$ cat src/rtl/fib_table_gen.sv
// -----------------------------------------------------------------------------
// fib_table_gen
//
// Self-filling Fibonacci weight table. After reset (or a restart pulse) a small
// fill FSM writes F(0)..F(DEPTH-1) into a register array, one entry per cycle,
// using a single WIDTH+1 bit adder. Once the table is filled, two independent
// read channels return mem[idx] one cycle after each request, or data=0 with
// err=1 when idx >= DEPTH.
//
// Optional feature macro: FIB_SAT_EN
//   defined   : an overflowing entry and every later entry store all-ones
//   undefined : entries wrap modulo 2^WIDTH (wrapped recurrence continues)
//   ovf is set the same way in both builds.
//
// Parameters
//   WIDTH  bit width of each stored value
//   DEPTH  number of entries, F(0)..F(DEPTH-1), DEPTH >= 2
//   IDX_W  index width, 2^IDX_W >= DEPTH
//
// Ports
//   clk        system clock, rising edge
//   rst        asynchronous active-high reset
//   restart    synchronous request to recompute the table
//   init_busy  high while the table is being filled
//   ovf        sticky: some F(i) did not fit in WIDTH bits
//   req_a/b    read request, channel A/B
//   cnt_a/b    read index, channel A/B
//   vld_a/b    one-cycle result valid, channel A/B
//   err_a/b    index was out of range (qualified by vld)
//   mema/memb  read data, held until the next vld on that channel
// -----------------------------------------------------------------------------
module fib_table_gen #(
  parameter int WIDTH = 32,
  parameter int DEPTH = 48,
  parameter int IDX_W = 6
) (
  input  logic             clk,
  input  logic             rst,
  input  logic             restart,
  output logic             init_busy,
  output logic             ovf,
  input  logic             req_a,
  input  logic [IDX_W-1:0] cnt_a,
  output logic             vld_a,
  output logic             err_a,
  output logic [WIDTH-1:0] mema,
  input  logic             req_b,
  input  logic [IDX_W-1:0] cnt_b,
  output logic             vld_b,
  output logic             err_b,
  output logic [WIDTH-1:0] memb
);

  typedef enum logic {
    FILL  = 1'b0,
    READY = 1'b1
  } state_t;

  localparam logic [IDX_W-1:0] LAST_IDX = IDX_W'(DEPTH - 1);
  localparam logic [IDX_W:0]   DEPTH_W  = (IDX_W + 1)'(DEPTH);

  state_t             state_q, state_d;
  logic [IDX_W-1:0]   idx_q, idx_d;
  logic [WIDTH-1:0]   f_prev_q, f_cur_q;
  logic               ovf_q;
  logic [WIDTH-1:0]   mem_q [DEPTH];

  logic [WIDTH:0]     sum;
  logic               wr_en;
  logic [WIDTH-1:0]   wr_data;
  logic               carry;
  logic               accept;

  // ---------------------------------------------------------------------------
  // Fill FSM: next state, write strobe and write value.
  // ---------------------------------------------------------------------------
  always_comb begin
    // NOTE: every signal written here gets a default first so no latch is inferred.
    state_d = state_q;
    idx_d   = idx_q;
    wr_en   = 1'b0;
    wr_data = '0;
    carry   = 1'b0;
    sum     = {1'b0, f_prev_q} + {1'b0, f_cur_q};

    unique case (state_q)
      FILL: begin
        wr_en = 1'b1;
        if (idx_q == '0) begin
          wr_data = '0;
        end else if (idx_q == IDX_W'(1)) begin
          wr_data = WIDTH'(1);
        end else begin
          carry = sum[WIDTH];
`ifdef FIB_SAT_EN
          // Once saturated, stay saturated for the rest of the table.
          wr_data = (ovf_q || sum[WIDTH]) ? '1 : sum[WIDTH-1:0];
`else
          wr_data = sum[WIDTH-1:0];
`endif
        end
        if (idx_q == LAST_IDX) begin
          state_d = READY;
        end else begin
          idx_d = idx_q + IDX_W'(1);
        end
      end
      READY: begin
        state_d = READY;
      end
      default: begin
        state_d = FILL;
        idx_d   = '0;
      end
    endcase

    // Restart wins over everything: abandon the current fill or ready state.
    if (restart) begin
      state_d = FILL;
      idx_d   = '0;
      wr_en   = 1'b0;
      carry   = 1'b0;
    end
  end

  // NOTE: sequential state uses non-blocking assignments only.
  always_ff @(posedge clk or posedge rst) begin
    if (rst) begin
      state_q  <= FILL;
      idx_q    <= '0;
      f_prev_q <= '0;
      f_cur_q  <= '0;
      ovf_q    <= 1'b0;
    end else begin
      state_q <= state_d;
      idx_q   <= idx_d;
      if (wr_en) begin
        // The running pair shifts with each write, so the array itself is
        // never read back during the fill.
        f_prev_q <= f_cur_q;
        f_cur_q  <= wr_data;
      end
      if (restart) begin
        ovf_q <= 1'b0;
      end else if (carry) begin
        ovf_q <= 1'b1;
      end
    end
  end

  // NOTE: the table array has no reset; every entry is rewritten by the fill
  // before any read is accepted.
  always_ff @(posedge clk) begin
    if (wr_en) begin
      mem_q[idx_q] <= wr_data;
    end
  end

  // ---------------------------------------------------------------------------
  // Read channels. Requests are dropped during fill and in a restart cycle.
  // ---------------------------------------------------------------------------
  assign accept = (state_q == READY) && !restart;

  always_ff @(posedge clk or posedge rst) begin
    if (rst) begin
      vld_a <= 1'b0;
      err_a <= 1'b0;
      mema  <= '0;
      vld_b <= 1'b0;
      err_b <= 1'b0;
      memb  <= '0;
    end else begin
      vld_a <= accept && req_a;
      if (accept && req_a) begin
        if ({1'b0, cnt_a} < DEPTH_W) begin
          mema  <= mem_q[cnt_a];
          err_a <= 1'b0;
        end else begin
          mema  <= '0;
          err_a <= 1'b1;
        end
      end

      vld_b <= accept && req_b;
      if (accept && req_b) begin
        if ({1'b0, cnt_b} < DEPTH_W) begin
          memb  <= mem_q[cnt_b];
          err_b <= 1'b0;
        end else begin
          memb  <= '0;
          err_b <= 1'b1;
        end
      end
    end
  end

  assign init_busy = (state_q == FILL);
  assign ovf       = ovf_q;

endmodule

$ cat config.mk
export PLATFORM = sky130hd
export DESIGN_NAME = fib_table_gen
export DESIGN_NICKNAME = d
export VERILOG_FILES = /design/src/rtl/fib_table_gen.sv
export SDC_FILE = /design/constraint.sdc
export NUM_CORES = 2
export LEC_CHECK = 0
export CAP_MARGIN = 20
export CELL_PAD_IN_SITES_DETAIL_PLACEMENT = 2
export CELL_PAD_IN_SITES_GLOBAL_PLACEMENT = 2
export CORE_ASPECT_RATIO = 1.5
export CORE_MARGIN = 1
export CORE_UTILIZATION = 40
export CTS_CLUSTER_SIZE = 28
export DETAILED_ROUTE_END_ITERATION = 12
export GPL_ROUTABILITY_DRIVEN = 0
export PLACE_DENSITY = 0.64
export SLEW_MARGIN = 15
export SYNTH_ARGS = -nofsm -noshare
export SYNTH_HDL_FRONTEND = slang
export SYNTH_SLANG_ARGS = --single-unit
$ cat constraint.sdc
create_clock -name clk -period 6.45 [get_ports clk]
set_input_delay 1.935 -clock clk [delete_from_list [all_inputs] [get_ports clk]]
set_output_delay 1.935 -clock clk [all_outputs]
set_load 0.02 [all_outputs]
==> reports/metrics.cfg <==
[finish]
fin_area_sq_um = 89100
nNetsFinal = 4126
syn_to_final_growth_pct = 14.2
fin_util_pct = 46.0
layout-drive-gt1-share_pct = 33.8

[sta]
period_minus_slack_ns = 4.55
fmax_mhz = 220
whs_ns = 0.486
setup_tns_ns = 0
worst_slew_pin_slew_ns = 1.12
period_share_pct = 70.5
final_max_slew_viol_count = 0
setup_viol = 0
hold_violations = 0
rsz0062_at_grt = no
skew_ns = 0.0406
relSlewSlack_pct = 25.3

[yosys]
synth-edff-count = 1536
syn_avg_cell_area_sq_um = 20.0
async_flop_share_pct = 8.35
synth_nets = 3958
ys_warn_count = 0
syn_area_sq_um = 78000
postSynthCellCount = 3905
synth_cell_types = 56
synth-main-ff-cell = edfxtp_1
ys_ff_latch = 1676
seq_area_frac_synth_pct = 63.6

[routing]
avgViaCountPerCell = 6.31
vias = 42934
drtAntennaViolNets = 0
avgRoutedWirePerCell_um = 38.1
first_pass_iters = 5
drcViolationCount = 0
wl_um = 259000
drt_iter0_drc = 3832

[clocking]
htreeDepth = 4
cts-root-buf = clkbuf_16
cts_sinks = 1676
hold_buffers = 0
cts_buffer_depth = 4
cts_tree = built
cts_setup_buffers = 0
clk_latency_ns = 0.82
clkSlewWorstSetupHoldPaths_ns = 0.06
cts_buffers = 174
cts-resized-gates = 0

[setup_path]
critPathMaxFanout = 32
cp-end-kind = register
worstRegToRegCells = 8
critical_path_class = in2reg
slowest_delay_ns = 0.76
crit_chain = clkdlybuf4s50_1 > inv_1 > nand2_2 > nor2_1 > nand2_1 > nor2_4 > buf_4
critPathLaunchType = input pin
critPathArrivalTime_ns = 4.95
crit_path_top_delay_cell = buf_4
worstPathRequired_ns = 6.86

[run_status]
outcome = complete, no violations

[power_and_ir_drop]
power_mw = 23.7
vdd_ir_drop_max_mv = 0.174
powerDensity_nw_per_um2 = 266
p_leak_nw = 29.0

[floorplan]
initial_utilization_pct = 40.2
ios = 87
core_area_sq_um = 194000
die_w_um = 363
fp.dieH_um = 543
fp-row-count = 198
dieArea_sq_um = 197000

[global_routing]
grt_pass1_vias = 47519
grt.total_usage_pct = 26.5
grt_max_degree = 78
gr-total-overflow = 0
antenna_found_initial = 15
grt_pass1_wl_um = 363000

[placed_design]
dpl.hpwl_um = 156000
io_buffers = 86
dpl-instance-area_sq_um = 83500

[flow_run]
maxCapViolations = 0

[min_path]
hp-class = reg2reg
min_delay_path_depth = 2

per-stage QoR:
stage          std cells  setup WS (ns)
2_1_floorplan       3905          0.369
3_5_place_dp        6491           1.13
4_1_cts             6792           2.00
5_1_grt             6799           1.83
3_3_place_gp        6484           1.13
6_report            6801           1.90
Yosys cell counts, types with 16 or more instances:
library cell	count	area share, %
a32o_1	47	0.60
clkbuf_1	153	0.74
mux2_2	32	0.46
nand2b_1	47	0.38
mux2i_1	294	3.8
o21ai_0	30	0.19
buf_2	85	0.55
a21oi_1	40	0.26
nor2_1	99	0.48
buf_4	16	0.15
inv_1	23	0.11
edfxtp_1	1536	59
o211ai_1	27	0.26
a22oi_1	64	0.62
ha_1	35	0.56
dfrtp_1	140	4.5
mux4_2	855	25
buf_1	27	0.13
nand2_1	192	0.92
final timing paths:
path,slack [ns],end,startpoint
setup / recovery,1.90,mem_q[9][23]$_DFFE_PP_,restart
hold / removal,0.49,f_prev_q[28]$_DFFE_PP0P_,f_cur_q[28]$_DFFE_PP0P_
setup reg to reg,2.53,mem_q[37][23]$_DFFE_PP_,f_prev_q[12]$_DFFE_PP0P_
hold reg to reg,0.49,f_prev_q[28]$_DFFE_PP0P_,f_cur_q[28]$_DFFE_PP0P_
max in group asynchronous,3.80,mema[20]$_DFFE_PP0P_,rst
min in group asynchronous,1.61,f_prev_q[2]$_DFFE_PP0P_,rst
layer usage:
metal	part of all wire [%]	GRT usage, %	wire [um]
met1	38	33.4	99300
met2	52	46.4	135000
met3	6.3	4.18	16200
met4	3.5	8.89	8970
met5	0.013	0	34
cell families after synthesis:
| group | synth area share (%) |
|---|---|
| mux | 28.9 |
| xor+xnor | 0.247 |
| fa+ha+maj | 0.587 |
| flops | 63.6 |
| simple gates | 2.36 |
| buf+inv | 1.83 |
| compound gates | 2.48 |
final cells by class:
| type | count | area (sq um) |
|---|---|---|
| multi-input cells | 1914 | 27600 |
| flip-flops and latches | 1676 | 49600 |
| fillers | 17255 | 105000 |
| well taps | 2600 | 3250 |
| clock inverters | 81 | 833 |
| repair buffers | 284 | 3070 |
| inverters | 23 | 93.8 |
| clock buffers | 220 | 4690 |
| diodes | 3 | 7.51 |
where the power goes:
part | internal, mW | leakage, nW | switching (mW)
Combinational | 0.649 | 10.4 | 0.970
Clock | 5.81 | 2.69 | 4.33
Sequential | 11.9 | 15.9 | 0.0695
Total | 18.3 | 29.0 | 5.37
cell usage in the layout (no fill, tap or decap), types with 12 or more instances in the layout:
cell type | netlist | routed
bufinv_16 | 0 | 17
o21ai_0 | 30 | 30
a32o_1 | 47 | 47
ha_1 | 35 | 35
nor2_1 | 99 | 35
edfxtp_1 | 1536 | 1536
buf_4 | 16 | 147
clkbuf_16 | 0 | 179
clkbuf_1 | 153 | 35
clkinv_2 | 0 | 21
dfrtp_1 | 140 | 140
nand3_1 | 12 | 12
a22oi_1 | 64 | 64
o211ai_1 | 27 | 27
a21oi_1 | 40 | 38
buf_12 | 0 | 47
mux2i_1 | 294 | 294
nand2b_1 | 47 | 47
nand2_1 | 192 | 189
clkdlybuf4s50_1 | 0 | 74
nor2_4 | 0 | 61
mux4_2 | 855 | 855
clkinv_1 | 0 | 32
mux2_2 | 32 | 32
inv_1 | 23 | 22
flip-flops by register name, indices dropped and copies added, names as in the netlist:
register and cells:
f_cur_q 32, vld_b 1, err_a 1, vld_a 1, state_q 1, err_b 1, memb 32, mema 32
f_prev_q 32, ovf 1, idx_q 6, mem_q 1536
worst max-delay path: cells and delay by family:
family                 cells  cell delay (ns)
and+or+nand+nor            4             1.22
buffers and inverters      3             1.75
No activity file was read; power rests on OpenSTA's default activity.
